--- config.mk ---
export PLATFORM = sky130hd
export DESIGN_NAME = vga_pattern_gen
export DESIGN_NICKNAME = d
export VERILOG_FILES = /design/src/rtl/vga_pattern_gen.sv
export SDC_FILE = /design/constraint.sdc
export NUM_CORES = 1
export LEC_CHECK = 0
export ABC_CLOCK_PERIOD_IN_PS = 1900
export BUFFER_PORTS_ARGS = -buffer_cell sky130_fd_sc_hd__buf_4
export CAP_MARGIN = 40
export CELL_PAD_IN_SITES_DETAIL_PLACEMENT = 1
export CELL_PAD_IN_SITES_GLOBAL_PLACEMENT = 2
export CORE_MARGIN = 2
export CORE_UTILIZATION = 27
export DETAILED_ROUTE_END_ITERATION = 8
export GPL_TIMING_DRIVEN = 0
export PLACE_DENSITY = 0.86
export SETUP_SLACK_MARGIN = 0.15
export SLEW_MARGIN = 20
export SYNTH_ARGS = -nofsm -noshare
export SYNTH_HDL_FRONTEND = slang
export SYNTH_SLANG_ARGS = --single-unit
--- constraint.sdc ---
create_clock -name clk -period 1.9 [get_ports clk]
set_input_delay 0.38 -clock clk [delete_from_list [all_inputs] [get_ports clk]]
set_output_delay 0.38 -clock clk [all_outputs]
set_load 0.005 [all_outputs]
--- src/rtl/vga_pattern_gen.sv ---
// Test-pattern colour generator placed between vga_sync and the board pins.
// Four selectable patterns, pausable frame counter, 2-stage registered output with matched sync delay.
module vga_pattern_gen #(
  parameter int BPC        = 2,
  parameter int H_BITS     = 10,
  parameter int V_BITS     = 10,
  parameter int FRAME_BITS = 8,
  parameter int TILE_SHIFT = 4,
  parameter int BAR_SHIFT  = 6
) (
  input  logic                  clk,
  input  logic                  reset,
  input  logic [H_BITS-1:0]     h,
  input  logic [V_BITS-1:0]     v,
  input  logic                  visible,
  input  logic                  hsync_in,
  input  logic                  vsync_in,
  input  logic [1:0]            mode,
  input  logic                  pause,
  output logic [BPC-1:0]        red,
  output logic [BPC-1:0]        green,
  output logic [BPC-1:0]        blue,
  output logic                  hsync,
  output logic                  vsync,
  output logic [FRAME_BITS-1:0] frame
);

  // Zero-extended width wide enough that every pattern bit index is in range;
  // bits above the real input width therefore read as 0.
  localparam int XW = H_BITS + V_BITS + FRAME_BITS + TILE_SHIFT + BAR_SHIFT + BPC + 4;

  logic                  vsync_prev_r;
  logic [1:0]            active_mode_r;
  logic [FRAME_BITS-1:0] frame_r;
  logic                  vsync_rise_s;

  logic [BPC-1:0] s1_red_r, s1_green_r, s1_blue_r;
  logic           s1_hsync_r, s1_vsync_r;
  logic [BPC-1:0] red_r, green_r, blue_r;
  logic           hsync_r, vsync_r;

  logic [H_BITS-1:0] h2_s;
  logic [V_BITS-1:0] v2_s;
  logic [XW-1:0]     hx_s, vx_s, fx_s, h2x_s, v2x_s;
  logic              m_red_s, m_green_s, m_blue_s, boost_s;
  logic [2:0]        bar_s;
  logic [BPC-1:0]    pat_red_s, pat_green_s, pat_blue_s;

  // Shimmer channel: MSB is the checker bit, lower bits add the boost highlight.
  function automatic logic [BPC-1:0] shimmer(input logic m, input logic boost);
    logic [BPC-1:0] res;
    res          = {BPC{m & boost}};
    res[BPC-1]   = m;
    return res;
  endfunction

  assign vsync_rise_s = vsync_in & ~vsync_prev_r;

  assign h2_s  = h + H_BITS'(frame_r[4:1]);
  assign v2_s  = v + V_BITS'(frame_r[5:2]);
  assign hx_s  = XW'(h);
  assign vx_s  = XW'(v);
  assign fx_s  = XW'(frame_r);
  assign h2x_s = XW'(h2_s);
  assign v2x_s = XW'(v2_s);

  assign m_red_s   = hx_s[TILE_SHIFT]     ^ vx_s[TILE_SHIFT];
  assign m_green_s = hx_s[TILE_SHIFT + 1] ^ vx_s[TILE_SHIFT + 1];
  assign m_blue_s  = hx_s[TILE_SHIFT + 2] ^ vx_s[TILE_SHIFT + 2];
  assign boost_s   = h2x_s[TILE_SHIFT - 1] ^ v2x_s[TILE_SHIFT - 1];
  assign bar_s     = 3'(hx_s >> BAR_SHIFT);

  // Pattern selection for the current pixel, blanked outside the active area.
  always_comb begin
    pat_red_s   = {BPC{1'b0}};
    pat_green_s = {BPC{1'b0}};
    pat_blue_s  = {BPC{1'b0}};
    if (visible) begin
      case (active_mode_r)
        2'd0: begin
          pat_red_s   = {BPC{m_red_s}};
          pat_green_s = {BPC{m_green_s}};
          pat_blue_s  = {BPC{m_blue_s}};
        end
        2'd1: begin
          pat_red_s   = shimmer(m_red_s, boost_s);
          pat_green_s = shimmer(m_green_s, boost_s);
          pat_blue_s  = shimmer(m_blue_s, boost_s);
        end
        2'd2: begin
          pat_red_s   = {BPC{bar_s[0]}};
          pat_green_s = {BPC{bar_s[1]}};
          pat_blue_s  = {BPC{bar_s[2]}};
        end
        2'd3: begin
          pat_red_s   = BPC'(hx_s >> TILE_SHIFT);
          pat_green_s = BPC'(vx_s >> TILE_SHIFT);
          pat_blue_s  = BPC'(fx_s);
        end
        default: begin
          pat_red_s   = {BPC{1'b0}};
          pat_green_s = {BPC{1'b0}};
          pat_blue_s  = {BPC{1'b0}};
        end
      endcase
    end else begin
      pat_red_s   = {BPC{1'b0}};
      pat_green_s = {BPC{1'b0}};
      pat_blue_s  = {BPC{1'b0}};
    end
  end

  // Frame bookkeeping: counter and pattern latch only move on a vsync rising edge.
  always_ff @(posedge clk) begin
    if (reset) begin
      vsync_prev_r  <= 1'b0;
      active_mode_r <= 2'd0;
      frame_r       <= {FRAME_BITS{1'b0}};
    end else begin
      vsync_prev_r <= vsync_in;
      if (vsync_rise_s) begin
        active_mode_r <= mode;
        if (!pause) begin
          frame_r <= frame_r + FRAME_BITS'(1);
        end else begin
          frame_r <= frame_r;
        end
      end else begin
        active_mode_r <= active_mode_r;
        frame_r       <= frame_r;
      end
    end
  end

  // Two-stage output pipeline; sync travels alongside colour so both land together.
  always_ff @(posedge clk) begin
    if (reset) begin
      s1_red_r   <= {BPC{1'b0}};
      s1_green_r <= {BPC{1'b0}};
      s1_blue_r  <= {BPC{1'b0}};
      s1_hsync_r <= 1'b0;
      s1_vsync_r <= 1'b0;
      red_r      <= {BPC{1'b0}};
      green_r    <= {BPC{1'b0}};
      blue_r     <= {BPC{1'b0}};
      hsync_r    <= 1'b0;
      vsync_r    <= 1'b0;
    end else begin
      s1_red_r   <= pat_red_s;
      s1_green_r <= pat_green_s;
      s1_blue_r  <= pat_blue_s;
      s1_hsync_r <= hsync_in;
      s1_vsync_r <= vsync_in;
      red_r      <= s1_red_r;
      green_r    <= s1_green_r;
      blue_r     <= s1_blue_r;
      hsync_r    <= s1_hsync_r;
      vsync_r    <= s1_vsync_r;
    end
  end

  assign red   = red_r;
  assign green = green_r;
  assign blue  = blue_r;
  assign hsync = hsync_r;
  assign vsync = vsync_r;
  assign frame = frame_r;

endmodule

==> results of run 1 <==
## cell type report
cell class,instances,area (sq um)
tap,50,62.56
clock buffer,3,41.29
timing repair buffer,40,300.3
multi-input combinational,85,608.1
clock inverter,1,30.03
fill,471,2439
buffer,5,20.02
sequential,26,528.0
## synthesized netlist by cell type
master                     count
sky130_fd_sc_hd__nand3b_1      1
sky130_fd_sc_hd__o22ai_1       2
sky130_fd_sc_hd__nor2_1       12
sky130_fd_sc_hd__o21ai_0       3
sky130_fd_sc_hd__nand4b_1      1
sky130_fd_sc_hd__nand2_1       7
sky130_fd_sc_hd__nor3_1        2
sky130_fd_sc_hd__nor3b_1       1
sky130_fd_sc_hd__xnor2_1       5
sky130_fd_sc_hd__a31oi_1       1
sky130_fd_sc_hd__ha_1          5
sky130_fd_sc_hd__or3_1         1
sky130_fd_sc_hd__a31oi_2       1
sky130_fd_sc_hd__mux2i_1       4
sky130_fd_sc_hd__mux2_2        3
sky130_fd_sc_hd__a31o_2        3
sky130_fd_sc_hd__a22oi_1       2
sky130_fd_sc_hd__nand2b_1      3
sky130_fd_sc_hd__buf_1         1
sky130_fd_sc_hd__nand4_1       3
sky130_fd_sc_hd__dfxtp_1      26
sky130_fd_sc_hd__xnor3_1       1
sky130_fd_sc_hd__xor2_1        7
sky130_fd_sc_hd__and3_1        1
sky130_fd_sc_hd__a211oi_1      1
sky130_fd_sc_hd__nor2b_1      11
sky130_fd_sc_hd__a21oi_1       4
sky130_fd_sc_hd__buf_2         1
sky130_fd_sc_hd__clkbuf_1      3
## cell usage in the layout (no fill, tap or decap), types with 4 or more instances in the layout
master,instances
sky130_fd_sc_hd__buf_4,40
sky130_fd_sc_hd__dfxtp_1,24
sky130_fd_sc_hd__nor2_1,12
sky130_fd_sc_hd__nor2b_1,11
sky130_fd_sc_hd__nand2_1,7
sky130_fd_sc_hd__xor2_1,7
sky130_fd_sc_hd__xnor2_1,5
sky130_fd_sc_hd__ha_1,5
sky130_fd_sc_hd__mux2i_1,4
## logic make-up after synthesis
logic type,after synthesis
xor+xnor,13
simple gates,43
flops,26
compound gates,17
buf+inv,5
mux,7
fa+ha+maj,5
## report_power, final
group          internal (mW)  leakage [nW]  switching (mW)
combinational         0.0870         0.445          0.0676
sequential             0.565         0.214         0.00965
clock                  0.282        0.0357           0.173
## path summary, 6_finish.rpt
kind | slack [ps] | end | startpoint | cells after the start
hold reg to reg | 450 | green[1]$_SDFF_PP0_ | s1_green_r[1]$_SDFF_PP0_ | 1
hold / removal | 320 | s1_hsync_r$_SDFF_PP0_ | hsync_in | 2
setup / recovery | 210 | s1_red_r[0]$_SDFF_PP0_ | frame[2]$_SDFFE_PP0P_ | 5
setup reg to reg | 210 | s1_red_r[0]$_SDFF_PP0_ | frame[2]$_SDFFE_PP0P_ | 5
## routing by layer
| metal | track usage (%) | vias up | routed length (um) |
|---|---|---|---|
| li1 | - | 486 | - |
| met1 | 13.49 | 462 | 1161 |
| met2 | 22.86 | 13 | 1584 |
| met3 | 3.216 | 2 | 74 |
| met4 | 4.357 | 0 | 24 |
| met5 | 0 | - | 0 |
## state kept, by name, indices dropped and copies added (netlist names)
register,flops
frame,8
active_mode_r,2
blue,2
green,2
red,2
s1_blue_r,2
s1_green_r,2
s1_red_r,2
hsync,1
s1_hsync_r,1
s1_vsync_r,1
vsync,1
## metrics by stage
step	util, %	std cells	worst slack (ps)	total power, mW
global placement	37.21	205	41.68	0.7389
global route	39.47	210	152.7	1.239
detailed placement	37.21	205	12.16	0.7448
finish	39.47	210	210.1	1.184
CTS	39.13	209	150.0	1.202
floorplan	-	116	230.5	0.6676
## what timing repair did
action,CTS,global route
gates resized for setup,4,2
endpoints found under the setup margin,3,3
pin swaps,0,2
setup buffers,0,1
==> results list, run 1 <==
* Clock latency on the worst-skew pair: 270 ps
- Syn_nets: 149
- The number of global-route vias before repair was 1050.
* Cts-stage hold buffer count: 0
- DRT antenna net count: 0
- Detailed-routing iteration count for the pre-antenna-repair pass: 4
- Overflow left after global routing: 0
- For this run, the number of Yosys warnings is 0.
- Worst VDD drop: 332.2 uV
- With fillers left out, the area of the finished cells amounts to 0.001590 sq mm.
- Between clock sinks in the finished design, the worst skew comes to 2.098 ps.
* Critical Path RT: 2100 ps
* Post-route DRC: 0
- CTS built an H-tree with a depth of 1.
- The portion of synthesized area spent on multiplexers is 6.455%.
- Of the total synthesized cell area, the portion taken by AND, OR, NAND and NOR gates is 19.58%.
- Number of nets in the finished design: 194
- Once the floorplan was initialized, standard cells occupied 28.39% of the core.
- CTS placed an instance of sky130_fd_sc_hd__clkbuf_8 at the clock tree root.
- Data arrives at the worst endpoint at 1890 ps.
- Count of buffering cells on the critical path with inverters included: 0
* Cell leakage power: 0.6947 nW
- During I/O placement, the number of pins put on the boundary was 44.
- The number of antenna violations at the first check in global routing is 0.
- A synthesized cell averages 9.859 sq um.
- Number of setup violations in the final report: 0
* DR WL/cell: 13.54 um
- Fraction of the mapped netlist area in adder cells: 5.470%
* Die area: 0.004772 sq mm
- Max_cap viols: 0
* Setup repair after global routing missed its margin: no
* Delay of the slowest critical-path stage: 390 ps
- In this run the worst path has a maximum fanout of 3.
- Number of inserted diodes: 0
- The congestion estimate from routability-driven global placement came to 0.7994.
- Headroom to the max-slew limit came out at 56.59%.
* Count of standard-cell rows: 23
* Fraction of synthesized cell area in xor and xnor cells: 11.16%
* Nature of the critical path startpoint: flop
- The synthesized netlist devotes 10.07% of its cell area to compound gates.
- TritonCTS built the clock tree.
- Post-detailed-routing wire length: 2.844 mm
* Minimum clock period after layout: 1690 ps
- Of all cell types, the one taking the most synthesized area is sky130_fd_sc_hd__dfxtp_1.
- Cell type group with the largest total delay on the critical path: compound AO/OA/AOI/OAI gates
- Final HPWL from detailed placement: 2.193 mm
* Global-route wire length before repair: 4.878 mm
* Setup crit end kind: flop
- After detailed placement, the total cell area comes to 0.001499 sq mm.
- Horizontal die dimension: 69.08 um
- Cells with a size suffix above 1 make up 35.00% of the layout.
- Sinks on the clock net: 26
* Number of buffers inserted during clock tree synthesis: 3
- Overall track demand over capacity in global routing: 12.37%
* Cell at the slowest stage of the critical path: sky130_fd_sc_hd__xnor3_2
- The total count of max-transition violations in the final report came to 0.
- Clock-pin slew was measured on the worst setup and hold paths at 90 ps.
- For this block, the initial DRC count from the detailed router was 18.
- The core region is 0.004029 sq mm.
- Setup TNS after final layout: 0 ps
- Hold Crit Class: input port to flop
* Vias post-DR: 963
- Dominant cells by area after synthesis: sky130_fd_sc_hd__dfxtp_1, sky130_fd_sc_hd__nor2b_1, sky130_fd_sc_hd__ha_1
- Entering global routing, the biggest net connects 16 pins.
* Cell count after synthesis: 116
* Power per unit of standard cell area: 744.5 mW/mm^2
- Compared with the post-synthesis result, the final layout area differs by 39.06%.
* Buffer levels on the longest clock path: 2
* Cell-by-cell listing of the critical path: ha_1 -> a31o_2 -> a21oi_2 -> xnor3_2 -> a31oi_2
* Achievable Freq: 591.7 MHz
- Via/cell ratio: 4.586
- The final-report hold violation count came to 0.
* Setup Crit Path Kind: flop to flop
* Largest family of logic cells by synthesized area: simple AND/OR/NAND/NOR gates
- Share of the clock period used by the worst path: 88.94%
- The die is 69.08 um tall.
- Share of the synthesized area in the top cell type: 45.51%
- Port buffering added 39 buffers.
* Hold Worst Slack: 318.5 ps
* Slew of the pin with the lowest slew margin: 649.7 ps
- The cell area that synthesis handed to floorplanning was 0.001144 sq mm.
- Outcome: finished, final reports clean
- Number of flip-flops and latches in the synthesized netlist: 26
- The netlist uses 29 different library cells.
* Sequential share of the synthesized area: 45.51%
Note: power is estimated with default switching activity, not from simulation.
==> run 2: changes to the inputs <==
--- a/config.mk
+++ b/config.mk
@@ -15,6 +15,7 @@
 export DETAILED_ROUTE_END_ITERATION = 8
 export GPL_TIMING_DRIVEN = 0
 export PLACE_DENSITY = 0.86
+export REMOVE_ABC_BUFFERS = 1
 export SETUP_SLACK_MARGIN = 0.15
 export SLEW_MARGIN = 20
 export SYNTH_ARGS = -nofsm -noshare
==> results list, run 2 (synthesis gave the netlist of run 1 again) <==
- Outcome: finished, final reports clean (unchanged).
- The I/O pin count is 44 (unchanged).
- Post-route DRC: 0 (unchanged)
- The H-tree depth reported by CTS came to 1 (unchanged).
* Switching portion of total power: 21.27% (was 21.16%)
* Horizontal die dimension: 69.08 um (unchanged)
- Number of nets in the finished design: 188 (was 194)
- The total count of max-transition violations in the final report came to 0 (unchanged).
- Max FFs per register: 8 (unchanged)
- Final HPWL from detailed placement: 2.018 mm (was 2.193 mm)
- The highest fanout seen on the critical path was 7 (was 3).
* Number of buffers added for setup after CTS: 0 (unchanged)
* Minimum clock period after layout: 1671 ps (was 1690 ps)
* Hold Worst Slack: 321.9 ps (was 318.5 ps)
* Clock-pin slew of the registers on the worst-case setup and hold paths: 90 ps (about the same)
- Data arrival time at the worst-slack endpoint: 1870 ps (was 1890 ps)
- The post-placement cell count was 200 (was 205).
- Internal power component: 931.0 uW (was 933.5 uW)
- Fraction of power consumed by combinational cells: 12.0% (was 13.1%)
* Hold violation count in the final report: 0 (unchanged)
* Port-buffer cells: 39 (unchanged)
- The buffer depth of the longest clock path is 2 (unchanged).
- The total setup violations reported at the end of the flow came to 0 (unchanged).
* Filler cell count: 473 (was 471)
- The final clock skew is 5.972 ps (was 2.098 ps).
- P_sw: 251.6 uW (was 250.5 uW)
- Achievable Freq: 598.3 MHz (was 591.7 MHz)
- Post-detailed-routing wire length: 2.698 mm (was 2.844 mm)
* Final Wtd Congestion: 0.7531 (was 0.7994)
* Setup TNS after final layout: 0 ps (unchanged)
- The clock buffer count from CTS came to 3 (unchanged).
* Vias in the first global route: 952 (was 1050)
- The power per standard cell area came to 756.7 mW/mm^2 (was 744.5 mW/mm^2).
- Floorplan core area: 0.004029 sq mm (unchanged)
- The required arrival time at the worst endpoint is 2100 ps (about the same).
- TritonCTS clock tree: yes (unchanged)
- Hold Crit Class: input port to flop (unchanged)
- The global-route usage over all layers came to 12.02% (was 12.37%).
- Setup repair after global routing missed its margin: no (unchanged).
- Number of inserted diodes: 0 (unchanged)
* Slew margin rel.: 56.12% (was 56.59%)
* Maximum number of pins on one net before global-route repair: 23 (was 16)
- Count of standard-cell rows: 23 (unchanged)
- Area growth from synthesis to layout: 36.65% (was 39.06%)
- DRT antenna net count: 0 (unchanged)
* Clock latency on the worst-skew pair: 270 ps (about the same)
- The kind of start point of the critical path is a flop (unchanged).
* Total power: 1.183 mW (was 1.184 mW)
- Final Instance Count excl. Fillers: 204 (was 210)
- Setup Crit Path Kind: flop to flop (unchanged)
- Seq pwr share: 49.1% (was 48.5%)
* Clock network fraction of design power: 38.8% (was 38.4%)
- The fraction of the cycle the final worst path needs came to 87.96% (was 88.94%).
* DR WL/cell: 13.23 um (was 13.54 um)
- The height of the chip is 69.08 um (unchanged).
- Detailed-routing iteration count for the pre-antenna-repair pass: 2 (was 4)
- The transition time at the pin with the least slew margin came to 656.8 ps (was 649.7 ps).
* Sinks on the clock net: 26 (unchanged)
* Share of layout cells above drive strength 1: 35.06% (was 35.00%)
* Worst VDD drop: 352.7 uV (was 332.2 uV)
- Global-route wire length before repair: 4.636 mm (was 4.878 mm)
* Cts-stage hold buffer count: 0 (unchanged)
- Effective utilization at floorplan: 28.39% (unchanged)
- Root Driver: sky130_fd_sc_hd__clkbuf_8 (unchanged)
* Via/cell ratio: 4.730 (was 4.586)
- Max_cap viols: 0 (unchanged)
- Overflow left after global routing: 0 (unchanged)
- Cell leakage power: 0.6794 nW (was 0.6947 nW)
- The nature of the critical path endpoint is a flop (unchanged).
- Top library cells by usage in the layout, fill and taps aside: sky130_fd_sc_hd__buf_4, sky130_fd_sc_hd__dfxtp_1, sky130_fd_sc_hd__nor2_1 (unchanged)
* Antenna violations before repair: 0 (unchanged)
* Iter 0 DRT Violations: 34 (was 18)
- Vias post-DR: 965 (was 963)
* Commonest non-fill, non-tap cell in the layout: sky130_fd_sc_hd__buf_4 (unchanged)
* Die area: 0.004772 sq mm (unchanged)
[run 2: cell count changes in the layout (fill, tap and decap cells not counted)]
cell                       change
sky130_fd_sc_hd__buf_4         -1
sky130_fd_sc_hd__clkbuf_1      -3
sky130_fd_sc_hd__buf_2         -1
sky130_fd_sc_hd__buf_1         -1
[run 2: final timing paths]
kind	end	startpoint	slack (ps)	cells past startpoint
worst min register to register	green[0]$_SDFF_PP0_	s1_green_r[0]$_SDFF_PP0_	450	1
worst max register to register	s1_red_r[0]$_SDFF_PP0_	frame[2]$_SDFFE_PP0P_	230	5
worst min-delay path	s1_hsync_r$_SDFF_PP0_	hsync_in	320	2
worst max-delay path	s1_red_r[0]$_SDFF_PP0_	frame[2]$_SDFFE_PP0P_	230	5
[run 2: power groups by stage]
stage / clock, mW / combinational (mW) / sequential (mW)
after floorplan: 0 / 0.0665 / 0.594
after global placement: 0 / 0.137 / 0.595
after detailed placement: 0 / 0.142 / 0.597
after CTS: 0.466 / 0.144 / 0.584
after global routing: 0.495 / 0.157 / 0.585
final: 0.459 / 0.142 / 0.581
[run 2: worst max-delay path: stages (launching register included)]
cell and delay [ps]:
sky130_fd_sc_hd__dfxtp_4 380, sky130_fd_sc_hd__ha_1 270, sky130_fd_sc_hd__a31o_2 250, sky130_fd_sc_hd__a21oi_2 150
sky130_fd_sc_hd__xnor3_2 380, sky130_fd_sc_hd__a31oi_2 170
[run 2: timing repair]
action | 4_1_cts | 5_1_grt
pin swaps | 0 | 1
resized for setup | 1 | 5
endpoints found under the setup margin | 3 | 3
[run 2: metal layers]
layer  share of wire (%)  wire length, um  GRT usage, %
met1                  43             1168         14.68
met2                  50             1353         19.44
met3                 3.7              101         2.778
met4                 2.7               74         6.536
met5                   0                0             0
[run 2: per-stage QoR]
step | util [%] | area, sq um | setup WS (ps)
2_1_floorplan | - | 1124 | 230.5
3_3_place_gp | 36.71 | 1479 | 70.91
3_5_place_dp | 36.71 | 1479 | 49.67
4_1_cts | 38.51 | 1551 | 154.9
5_1_grt | 38.79 | 1563 | 154.0
6_report | 38.79 | 1563 | 228.7
[run 2: layout make-up]
cell class	instances	area, sq um	area share [%]
tap	50	62.56	4.003
clock buffer	3	41.29	2.642
timing repair buffer	39	292.8	18.73
sequential	26	528.0	33.79
clock inverter	1	30.03	1.922
multi-input combinational	85	608.1	38.91
